[src/rtl/ar9331_pkg.sv]
// Shared types and constants for the AR9331 receive-direction command path.
package ar9331_pkg;

  typedef enum logic [1:0] {
    H_IDLE,
    H_SETTLE,
    H_ACK
  } hs_state_t;

  typedef enum logic [2:0] {
    F_SYNC,
    F_ADDR,
    F_DHI,
    F_DLO,
    F_CSUM
  } frame_state_t;

  typedef enum logic [1:0] {
    ERR_NONE    = 2'd0,
    ERR_ADDR    = 2'd1,
    ERR_CSUM    = 2'd2,
    ERR_TIMEOUT = 2'd3
  } err_cause_t;

  localparam logic [7:0] SYNC_BYTE_DEFAULT = 8'hA5;

endpackage

[src/rtl/ar9331_byte_rx.sv]
// Byte receiver: synchronizes the AR9331 strobe, waits for the data to settle,
// then captures one byte per 4-phase strobe/ack handshake.
module ar9331_byte_rx
  import ar9331_pkg::*;
#(
  parameter int SETTLE = 3
) (
  input  logic       clk,
  input  logic       rst,
  input  logic [7:0] rx_data,
  input  logic       rx_strobe,
  output logic       rx_ack,
  output logic       byte_valid,
  output logic [7:0] byte_data
);

  localparam logic [3:0] SETTLE_CNT = 4'(SETTLE);

  // Handshake: rx_strobe rises -> byte captured + rx_ack=1 -> rx_strobe falls
  // -> rx_ack=0. rx_data is only sampled after the strobe has settled.
  hs_state_t  hs_state, hs_state_n;
  logic [3:0] settle_cnt, settle_cnt_n;
  logic       sync_1, s_strobe;
  logic       capture;

  always_ff @(posedge clk or posedge rst) begin
    if (rst) begin
      sync_1   <= 1'b0;
      s_strobe <= 1'b0;
    end else begin
      sync_1   <= rx_strobe;
      s_strobe <= sync_1;
    end
  end

  always_comb begin
    hs_state_n   = hs_state;
    settle_cnt_n = settle_cnt;
    capture      = 1'b0;
    case (hs_state)
      H_IDLE: begin
        if (s_strobe) begin
          hs_state_n   = H_SETTLE;
          settle_cnt_n = 4'd1;
        end
      end
      H_SETTLE: begin
        if (!s_strobe) begin
          hs_state_n = H_IDLE;
        end else if (settle_cnt == SETTLE_CNT) begin
          capture    = 1'b1;
          hs_state_n = H_ACK;
        end else begin
          settle_cnt_n = settle_cnt + 4'd1;
        end
      end
      H_ACK: begin
        if (!s_strobe) hs_state_n = H_IDLE;
      end
      default: hs_state_n = H_IDLE;
    endcase
  end

  always_ff @(posedge clk or posedge rst) begin
    if (rst) begin
      hs_state   <= H_IDLE;
      settle_cnt <= 4'd0;
      byte_valid <= 1'b0;
      byte_data  <= 8'd0;
      rx_ack     <= 1'b0;
    end else begin
      hs_state   <= hs_state_n;
      settle_cnt <= settle_cnt_n;
      byte_valid <= capture;
      rx_ack     <= (hs_state_n == H_ACK);
      if (capture) byte_data <= rx_data;
    end
  end

endmodule

[src/rtl/ar9331_cmd_rx.sv]
// Frames received bytes (SYNC, ADDR, DHI, DLO, CSUM) into register-write
// strobes, rejecting bad addresses, bad checksums and stalled frames.
module ar9331_cmd_rx
  import ar9331_pkg::*;
#(
  parameter logic [7:0] SYNC_BYTE = SYNC_BYTE_DEFAULT,
  parameter int         SETTLE    = 3,
  parameter int         TIMEOUT   = 100000
) (
  input  logic        clk,
  input  logic        rst,
  input  logic [7:0]  rx_data,
  input  logic        rx_strobe,
  output logic        rx_ack,
  output logic        reg_ready,
  output logic [6:0]  reg_address,
  output logic [15:0] reg_data,
  output logic        frame_err,
  output logic [1:0]  err_cause
);

  localparam int             CW         = $clog2(TIMEOUT + 1);
  localparam logic [CW-1:0]  IDLE_LIMIT = CW'(TIMEOUT - 1);

  logic         byte_valid;
  logic [7:0]   byte_data;

  frame_state_t frame_state, frame_state_n;
  logic [6:0]   addr_q, addr_n;
  logic [7:0]   dhi_q, dhi_n, dlo_q, dlo_n, csum_q, csum_n;
  logic [CW-1:0] idle_cnt;
  logic         good, err;
  err_cause_t   cause_n, cause_q;

  ar9331_byte_rx #(.SETTLE(SETTLE)) u_byte_rx (
    .clk        (clk),
    .rst        (rst),
    .rx_data    (rx_data),
    .rx_strobe  (rx_strobe),
    .rx_ack     (rx_ack),
    .byte_valid (byte_valid),
    .byte_data  (byte_data)
  );

  always_comb begin
    frame_state_n = frame_state;
    addr_n        = addr_q;
    dhi_n         = dhi_q;
    dlo_n         = dlo_q;
    csum_n        = csum_q;
    good          = 1'b0;
    err           = 1'b0;
    cause_n       = ERR_NONE;
    if (byte_valid) begin
      case (frame_state)
        F_SYNC: if (byte_data == SYNC_BYTE) frame_state_n = F_ADDR;
        F_ADDR: begin
          if (byte_data[7]) begin
            err           = 1'b1;
            cause_n       = ERR_ADDR;
            frame_state_n = F_SYNC;
          end else begin
            addr_n        = byte_data[6:0];
            csum_n        = byte_data;
            frame_state_n = F_DHI;
          end
        end
        F_DHI: begin
          dhi_n         = byte_data;
          csum_n        = csum_q ^ byte_data;
          frame_state_n = F_DLO;
        end
        F_DLO: begin
          dlo_n         = byte_data;
          csum_n        = csum_q ^ byte_data;
          frame_state_n = F_CSUM;
        end
        F_CSUM: begin
          if (byte_data == csum_q) begin
            good = 1'b1;
          end else begin
            err     = 1'b1;
            cause_n = ERR_CSUM;
          end
          frame_state_n = F_SYNC;
        end
        default: frame_state_n = F_SYNC;
      endcase
    end else if (frame_state != F_SYNC && idle_cnt == IDLE_LIMIT) begin
      err           = 1'b1;
      cause_n       = ERR_TIMEOUT;
      frame_state_n = F_SYNC;
    end
  end

  // The byte cycle itself counts as the first elapsed cycle, so the error
  // pulse lands exactly TIMEOUT cycles after the last accepted byte.
  always_ff @(posedge clk or posedge rst) begin
    if (rst) begin
      idle_cnt <= '0;
    end else if (byte_valid) begin
      idle_cnt <= CW'(1);
    end else if (frame_state == F_SYNC) begin
      idle_cnt <= '0;
    end else begin
      idle_cnt <= idle_cnt + CW'(1);
    end
  end

  always_ff @(posedge clk or posedge rst) begin
    if (rst) begin
      frame_state <= F_SYNC;
      addr_q      <= 7'd0;
      dhi_q       <= 8'd0;
      dlo_q       <= 8'd0;
      csum_q      <= 8'd0;
      reg_ready   <= 1'b0;
      reg_address <= 7'd0;
      reg_data    <= 16'd0;
      frame_err   <= 1'b0;
      cause_q     <= ERR_NONE;
    end else begin
      frame_state <= frame_state_n;
      addr_q      <= addr_n;
      dhi_q       <= dhi_n;
      dlo_q       <= dlo_n;
      csum_q      <= csum_n;
      reg_ready   <= good;
      frame_err   <= err;
      if (good) begin
        reg_address <= addr_q;
        reg_data    <= {dhi_q, dlo_q};
      end
      if (err) cause_q <= cause_n;
    end
  end

  assign err_cause = cause_q;

endmodule

[config.mk]
export PLATFORM = sky130hd
export DESIGN_NAME = ar9331_cmd_rx
export DESIGN_NICKNAME = d
export VERILOG_FILES = /design/src/rtl/ar9331_pkg.sv /design/src/rtl/ar9331_byte_rx.sv /design/src/rtl/ar9331_cmd_rx.sv
export SDC_FILE = /design/constraint.sdc
export NUM_CORES = 1
export LEC_CHECK = 0
export ABC_AREA = 1
export BUFFER_PORTS_ARGS = -buffer_cell sky130_fd_sc_hd__buf_4
export CAP_MARGIN = 20
export CORE_UTILIZATION = 53
export DETAILED_ROUTE_END_ITERATION = 12
export PLACE_DENSITY_LB_ADDON = 0.1
export SYNTH_ARGS = -nofsm -noshare
export SYNTH_HDL_FRONTEND = slang
export SYNTH_SLANG_ARGS = --single-unit
[constraint.sdc]
create_clock -name clk -period 2.72 [get_ports clk]
set_input_delay 0.408 -clock clk [delete_from_list [all_inputs] [get_ports clk]]
set_output_delay 0.408 -clock clk [all_outputs]
set_load 0.05 [all_outputs]
==> results.md, run 1 <==
* Initial antenna violation count at 0
* Worst Tran Pin Value at between 500 and 600 ps
* Worst r2r path cells at 9
* Max FO, Critical Path at 16
* Setup violations, final at 0
* FF/Latch Area at roughly 2400 µm²
* Avg WL per Cell at ~13 µm
* Layout Utilization at about 63%
* # resized after CTS at 0
* Top Ports at 39
* Dpl hpwl at 6160 µm
* Area of the multi-input gates at 1580 µm²
* Period utilisation layout at between 60% and 70%
* Row count at 32
* Core Region at between 7000 and 8000 µm²
* Largest net degree at the start of global routing at 44
* CTS Buffer Depth at 2
* Port buffer count at 38
* CTS buffer count at 9
* Clk pwr share at a little under a third
* RSZ-0062 raised after global routing: no
* Worst setup SP type: register
* Number of library cell types mapped by synthesis at 30
* Syn Nets at approximately 520
* Die X at between 90 and 100 µm
* Layout area overhead at 14.9%
* Root buffer cell: clkbuf_8
* Net Switching at 0.00100 W
* Combinational share of power at a little under a fifth
* Post-Route Setup TNS at 0 ps
* P_leak at about 2.5 nW
* CTS Hold Buffers Added at 0
* Antenna-violating nets left at 0
* Die ar. at ~8400 µm²
* Post-synth ARST share at 100%
* #FFs+latches synth at 96
* Clk_skew at 11.2 ps
* Share of layout cells above drive strength 1 at approximately 14%
* Vias/cell at 5.13
* Die H at 91.8 µm
* Hold Path Class: primary input to async pin
* Largest area contributor in the netlist: dfrtp_1
* RR Endpoint: err_cause[1]$_DFFE_PP0P_
* Most instantiated cells after synthesis: nand2_1, dfrtp_1, nor2_1
* Starting DRT DRC Count at 128
* Synth warnings at 0
* Pwr Total at around 0.0032 W
* Remaining Overflow, GRT at 0
* GR Util All Layers at between 20% and 30%
* VDD IR max at 0.387 mV
* Flop pwr share at about half
* FMAX at 0.531 GHz
* DRC at 0
* Drt first pass iters at 4
* GPL Wtd Cong at 0.859
* Hold Vio Cnt, Final at 0
* Reg2Reg Setup Slack at 840 ps
* Slew margin rel. at 62.8%
* PD cells at between 600 and 700 nW/µm²
* Crit path DAT at 2110 ps
* CP required at ~3000 ps
* Vias in the first global route at approximately 3,200
* Synth top area share at a little under three fifths
* Postcts setup bufs at 0
* Routed WL at 8490 µm
* Vias at approximately 3,400
* Mean Syn Cell Area at about 8.4 µm²
* Ant diodes at 0
* Ranking of synthesized cells by area: dfrtp_1, nand2_1, o21ai_0
* Post-layout min period at between 1500 and 2000 ps
* Setup CP Type: register to register
* Reg clk slew, reported paths at roughly 100 ps
* Clock latency on the worst-skew pair at roughly 360 ps
* Sw Share at between 30% and 40%
* RR Startpoint: u_byte_rx.byte_data[5]$_DFFE_PP0P_
* Top_reg_cell synth: dfrtp_1
* H-tree depth at 3
* Outcome: finished, final reports clean
* Max-Cap Viols at 0
* Initial core utilization at between 50% and 60%
* Post-Syn Instances at between 500 and 600
* Count of flip-flops with a built-in enable after synthesis at 0
* Setup crit end kind: register
* P_int at 0.00222 W
* CTS tree: built
* CTS sink count at between 90 and 100
* First-pass GRT wire length at 14,800 µm
* Final Slew Violations at 0
* Fillers at just over 700
* Syn Std Cell Area at roughly 4300 µm²
* Most common cell in the netlist: nand2_1
* Final nets at around 560
* Sequential area share after synthesis at roughly 56%
stage by stage:
stage          setup WS [ps]  hold WS, ps  std cells  cell area (µm²)
2_1_floorplan           1180          331        509             4280
3_3_place_gp             937          335        640             4660
3_5_place_dp             851          340        640             4660
4_1_cts                  847          146        656             4880
5_1_grt                  690          119        657             4910
6_report                 837         88.8        657             4910
cell families (layout without fill, tap and decap cells):
kind of cell,count (synthesis),in the layout,share of synthesized area (%)
AOI/OAI and AO/OA,73,73,8.96
xor gates and xnor gates,2,2,0.410
adders and majority gates,2,2,0.586
buffers and inverters,65,111,6.82
DFF,96,96,56.2
and+or+nand+nor,271,271,27.0
sequential cells by signal (all words and copies together), names as in the netlist, 2 cells and up:
signal	cells
dlo_q	8
u_byte_rx.settle_cnt	4
addr_q	7
err_cause	2
u_byte_rx.hs_state	2
u_byte_rx.byte_data	8
idle_cnt	17
frame_state	3
dhi_q	8
reg_address	7
csum_q	8
reg_data	16
worst max-delay path: stages, from the launching register on:
cell and delay, ps:
dfrtp_1 420, inv_2 140, nand2_1 60, nand2_1 80
nand2_1 70, nor2_2 430, buf_4 310, nand2_1 80
nand2_1 100, nand3_1 80
worst max-delay path by stage:
| stage | from | endpoint | slack (ps) |
|---|---|---|---|
| 3_5_place_dp | u_byte_rx.byte_data[5]$_DFFE_PP0P_ | err_cause[1]$_DFFE_PP0P_ | 850 |
| 6_report | u_byte_rx.byte_data[5]$_DFFE_PP0P_ | err_cause[1]$_DFFE_PP0P_ | 840 |
| 2_1_floorplan | rst | addr_q[0]$_DFFE_PP0P_ | 1180 |
| 4_1_cts | u_byte_rx.byte_data[5]$_DFFE_PP0P_ | err_cause[1]$_DFFE_PP0P_ | 850 |
| 3_3_place_gp | u_byte_rx.byte_data[5]$_DFFE_PP0P_ | err_cause[1]$_DFFE_PP0P_ | 940 |
| 5_1_grt | u_byte_rx.byte_data[5]$_DFFE_PP0P_ | reg_data[3]$_DFFE_PP0P_ | 690 |
power groups by stage:
stage	combinational [W]	clock (W)	sequential, W
global route	0.000659	0.00109	0.00164
floorplan	0.000419	0	0.00163
global placement	0.000555	0	0.00165
CTS	0.000586	0.00105	0.00163
detailed placement	0.000584	0	0.00165
finish	0.000583	0.00102	0.00163
cell type report:
cell class / instances / area share, %
clock buffers: 10 / 2.60
flip-flops and latches: 96 / 48.9
inverters: 49 / 3.82
multi-input cells: 348 / 32.2
repair buffers: 46 / 7.95
clock inverters: 6 / 1.91
well taps: 102 / 2.60
metal layers:
metal	track usage [%]	share of wire (%)	vias to the layer above	wire, µm
met2	37.6	49	77	4120
met4	7.42	1.4	0	119
li1	-	-	1706	-
met1	29.7	46	1576	3940
met5	0	0	-	0
met3	3.23	3.6	10	306
placed cells by master, fill, tap and decap left out, drive strengths merged, types with 2 or more instances in the layout:
master	count
clkinvlp	2
clkinv	4
o21ai	44
nor3	3
inv	47
o21a	2
bufinv	2
ha	2
nand3	17
o31ai	2
nand2	164
clkbuf	10
nand4	25
dfrtp	96
nor2	59
a21oi	23
buf	46
(Power assumes the default switching activity.)
==> run 2: changes to the inputs <==
Settings changed: CORE_UTILIZATION 53 to 55.
Clock period 2.72 ns to 1.95 ns, I/O delays scaled along.
==> run 2 against run 1 <==
Net effect:
- routed wire length fell by 0.40%
- core utilization up 3.0 points
- setup slack got worse by 580 ps
- maximum frequency rose by 11%
- count of clock-buffer cells in the layout is 1 lower
- die area is 3.6% lower
- critical path depth down 1
- cell count shrank 0.30%
- sequential power rose by 39%
- via count grew 1.2%
- largest cell class unchanged
- largest power group unchanged
- highest routed layer unchanged
==> results.md, run 2 (synthesized netlist as in run 1, its figures left out) <==
* Placed cell area at 4670 µm² (was 4660 µm²)
* Clk_skew at 11.1 ps (was 11.2 ps)
* Slew margin rel. at 62.6% (was 62.8%)
* GR Util All Layers at 22.8% (was 22.3%)
* First-pass GRT wire length at 14,600 µm (was 14,800 µm)
* PD cells at 895 nW/µm² (was 658 nW/µm²)
* Initial core utilization at 58.0% (was 55.0%)
* Final nets at 565 (was 563)
* Vias at 3,411 (was 3,369)
* Die H at 90.1 µm (was 91.8 µm)
* Ant diodes at 0 (unchanged)
* Flop pwr share at 51.9% (was 50.4%)
* Biggest regs: idle_cnt: 17 flops, reg_data: 16 flops (unchanged)
* Sw Share at 32.1% (was 31.1%)
* Max FO, Critical Path at 7 (was 16)
* RSZ-0062 raised after global routing: no (unchanged)
* VDD IR max at 0.483 mV (was 0.387 mV)
* Antenna-violating nets left at 0 (unchanged)
* Clock latency on the worst-skew pair at 360 ps (about the same)
* Setup violations, final at 0 (unchanged)
* Row count at 31 (was 32)
* Drt first pass iters at 4 (unchanged)
* Post-Route Setup TNS at 0 ps (unchanged)
* Setup CP Type: register to register (unchanged)
* Largest net degree at the start of global routing at 40 (was 44)
* CTS Buffer Depth at 2 (unchanged)
* Hold Path Class: primary input to register (was primary input to async pin)
* Layout area overhead at 14.1% (was 14.9%)
* Core Region at 7370 µm² (was 7770 µm²)
* Post-layout min period at 1700 ps (was 1880 ps)
* Postcts setup bufs at 0 (unchanged)
* P_leak at 2.47 nW (was 2.48 nW)
* GPL Wtd Cong at 0.871 (was 0.859)
* Dpl hpwl at 6060 µm (was 6160 µm)
* Reg with most FFs: idle_cnt (unchanged)
* Die X at 90.1 µm (was 91.8 µm)
* Routed WL at 8460 µm (was 8490 µm)
* Period utilisation layout at 87.0% (was 69.2%)
* Port buffer count at 38 (unchanged)
* FMAX at 0.589 GHz (was 0.531 GHz)
* Commonest non-fill, non-tap cell in the layout: nand2_1 (unchanged)
* Combinational share of power at 18.6% (was 18.1%)
* Hold Vio Cnt, Final at 0 (unchanged)
* Starting DRT DRC Count at 242 (was 128)
* Root buffer cell: clkbuf_8 (unchanged)
* DRC at 0 (unchanged)
* CTS buffer count at 9 (unchanged)
* Outcome: finished, final reports clean (unchanged)
* Crit path DAT at 1950 ps (was 2110 ps)
* Layout Utilization at 66.1% (was 63.2%)
* Worst setup SP type: register (unchanged)
* Die ar. at 8130 µm² (was 8430 µm²)
* Post-route cell area at 4870 µm² (was 4910 µm²)
* Worst Tran Pin Value at 559 ps (was 556 ps)
* P_int at 0.00297 W (was 0.00222 W)
* Net Switching at 0.00140 W (was 0.00100 W)
* Setup crit end kind: register (unchanged)
* Max reg flops at 17 (unchanged)
* Vias in the first global route at 3,146 (was 3,183)
* Reg clk slew, reported paths at 90 ps (was 100 ps)
* Clk pwr share at 29.5% (was 31.6%)
* CTS tree: built (unchanged)
* Share of layout cells above drive strength 1 at 14.6% (was 14.2%)
* Final Slew Violations at 0 (unchanged)
* CP required at 2200 ps (was 2950 ps)
* CTS sink count at 96 (unchanged)
* Max-Cap Viols at 0 (unchanged)
* Initial antenna violation count at 0 (unchanged)
* H-tree depth at 3 (unchanged)
* Top Ports at 39 (unchanged)
* Avg WL per Cell at 12.9 µm (about the same)
* Fillers at 626 (was 711)
* Remaining Overflow, GRT at 0 (unchanged)
* Most frequent cells in the layout: nand2_1, dfrtp_1, nor2_1 (unchanged)
* Vias/cell at 5.21 (was 5.13)
-- run 2: changes by cell type in the layout (fill, tap and decap cells not counted), sizes merged --
cell / previous run / this run
clkinv: 4 / 2
inv: 47 / 49
buf: 46 / 47
bufinv: 2 / 1
clkbuf: 10 / 9
clkinvlp: 2 / 3
dlygate4sd3: 0 / 1
-- run 2: metrics by stage --
step                cells  hold WS, ps  total power, W  setup WS (ps)
floorplan             509          324         0.00286            487
global placement      639          338         0.00309            247
detailed placement    639          336         0.00311            243
CTS                   655         32.2         0.00440            190
global route          655         29.8         0.00462           80.0
finish                655         45.2         0.00436            253
-- run 2: what timing repair did --
action / CTS / global route
hold endpoints to repair: 22 / 0
endpoints found under the setup margin: 0 / 1
gates resized for setup: 0 / 1
hold buffers: 1 / 0
-- run 2: power by group through the flow --
stage	Sequential, W	Clock (W)	Combinational [W]
after floorplan	0.00228	0	0.000584
after global placement	0.00230	0	0.000791
after detailed placement	0.00230	0	0.000812
after CTS	0.00226	0.00132	0.000820
after global routing	0.00229	0.00140	0.000929
final	0.00226	0.00129	0.000812
-- run 2: worst max-delay path, cell delays in order (launching register included) --
cell and delay [ps]:
dfrtp_1 410, ha_1 200, nand2_1 100, nor2_2 250, nand3_1 170, nor2_1 230
nand2_1 80, nor2_1 100, nor2_1 50
-- run 2: final timing paths --
path	start	cells after the start	to	slack [ps]
setup / recovery	idle_cnt[0]$_DFF_PP0_	8	idle_cnt[16]$_DFF_PP0_	250
hold / removal	rx_strobe	1	u_byte_rx.sync_1$_DFF_PP0_	50
setup reg to reg	idle_cnt[0]$_DFF_PP0_	8	idle_cnt[16]$_DFF_PP0_	250
hold reg to reg	u_byte_rx.sync_1$_DFF_PP0_	0	u_byte_rx.s_strobe$_DFF_PP0_	360
max in group asynchronous	rst	4	csum_q[0]$_DFFE_PP0P_	840
min in group asynchronous	rst	3	reg_data[7]$_DFFE_PP0P_	530
-- run 2: area by class of cell --
cell class                      count  area, µm²  area share [%]
Sequential cell                    96       2400            49.3
Multi-Input combinational cell    348       1580            32.4
Timing Repair Buffer               48        388            7.96
Inverter                           49        188            3.85
Clock buffer                        9        124            2.54
Tap cell                           99        124            2.54
Clock inverter                      6       67.6            1.39
-- run 2: metal layers --
| layer | track usage (%) | wire (µm) | vias to the layer above |
|---|---|---|---|
| li1 | - | - | 1718 |
| met1 | 30.7 | 3940 | 1615 |
| met2 | 37.9 | 4120 | 72 |
| met3 | 3.81 | 321 | 6 |
| met4 | 7.12 | 76 | 0 |
| met5 | 0 | 0 | - |
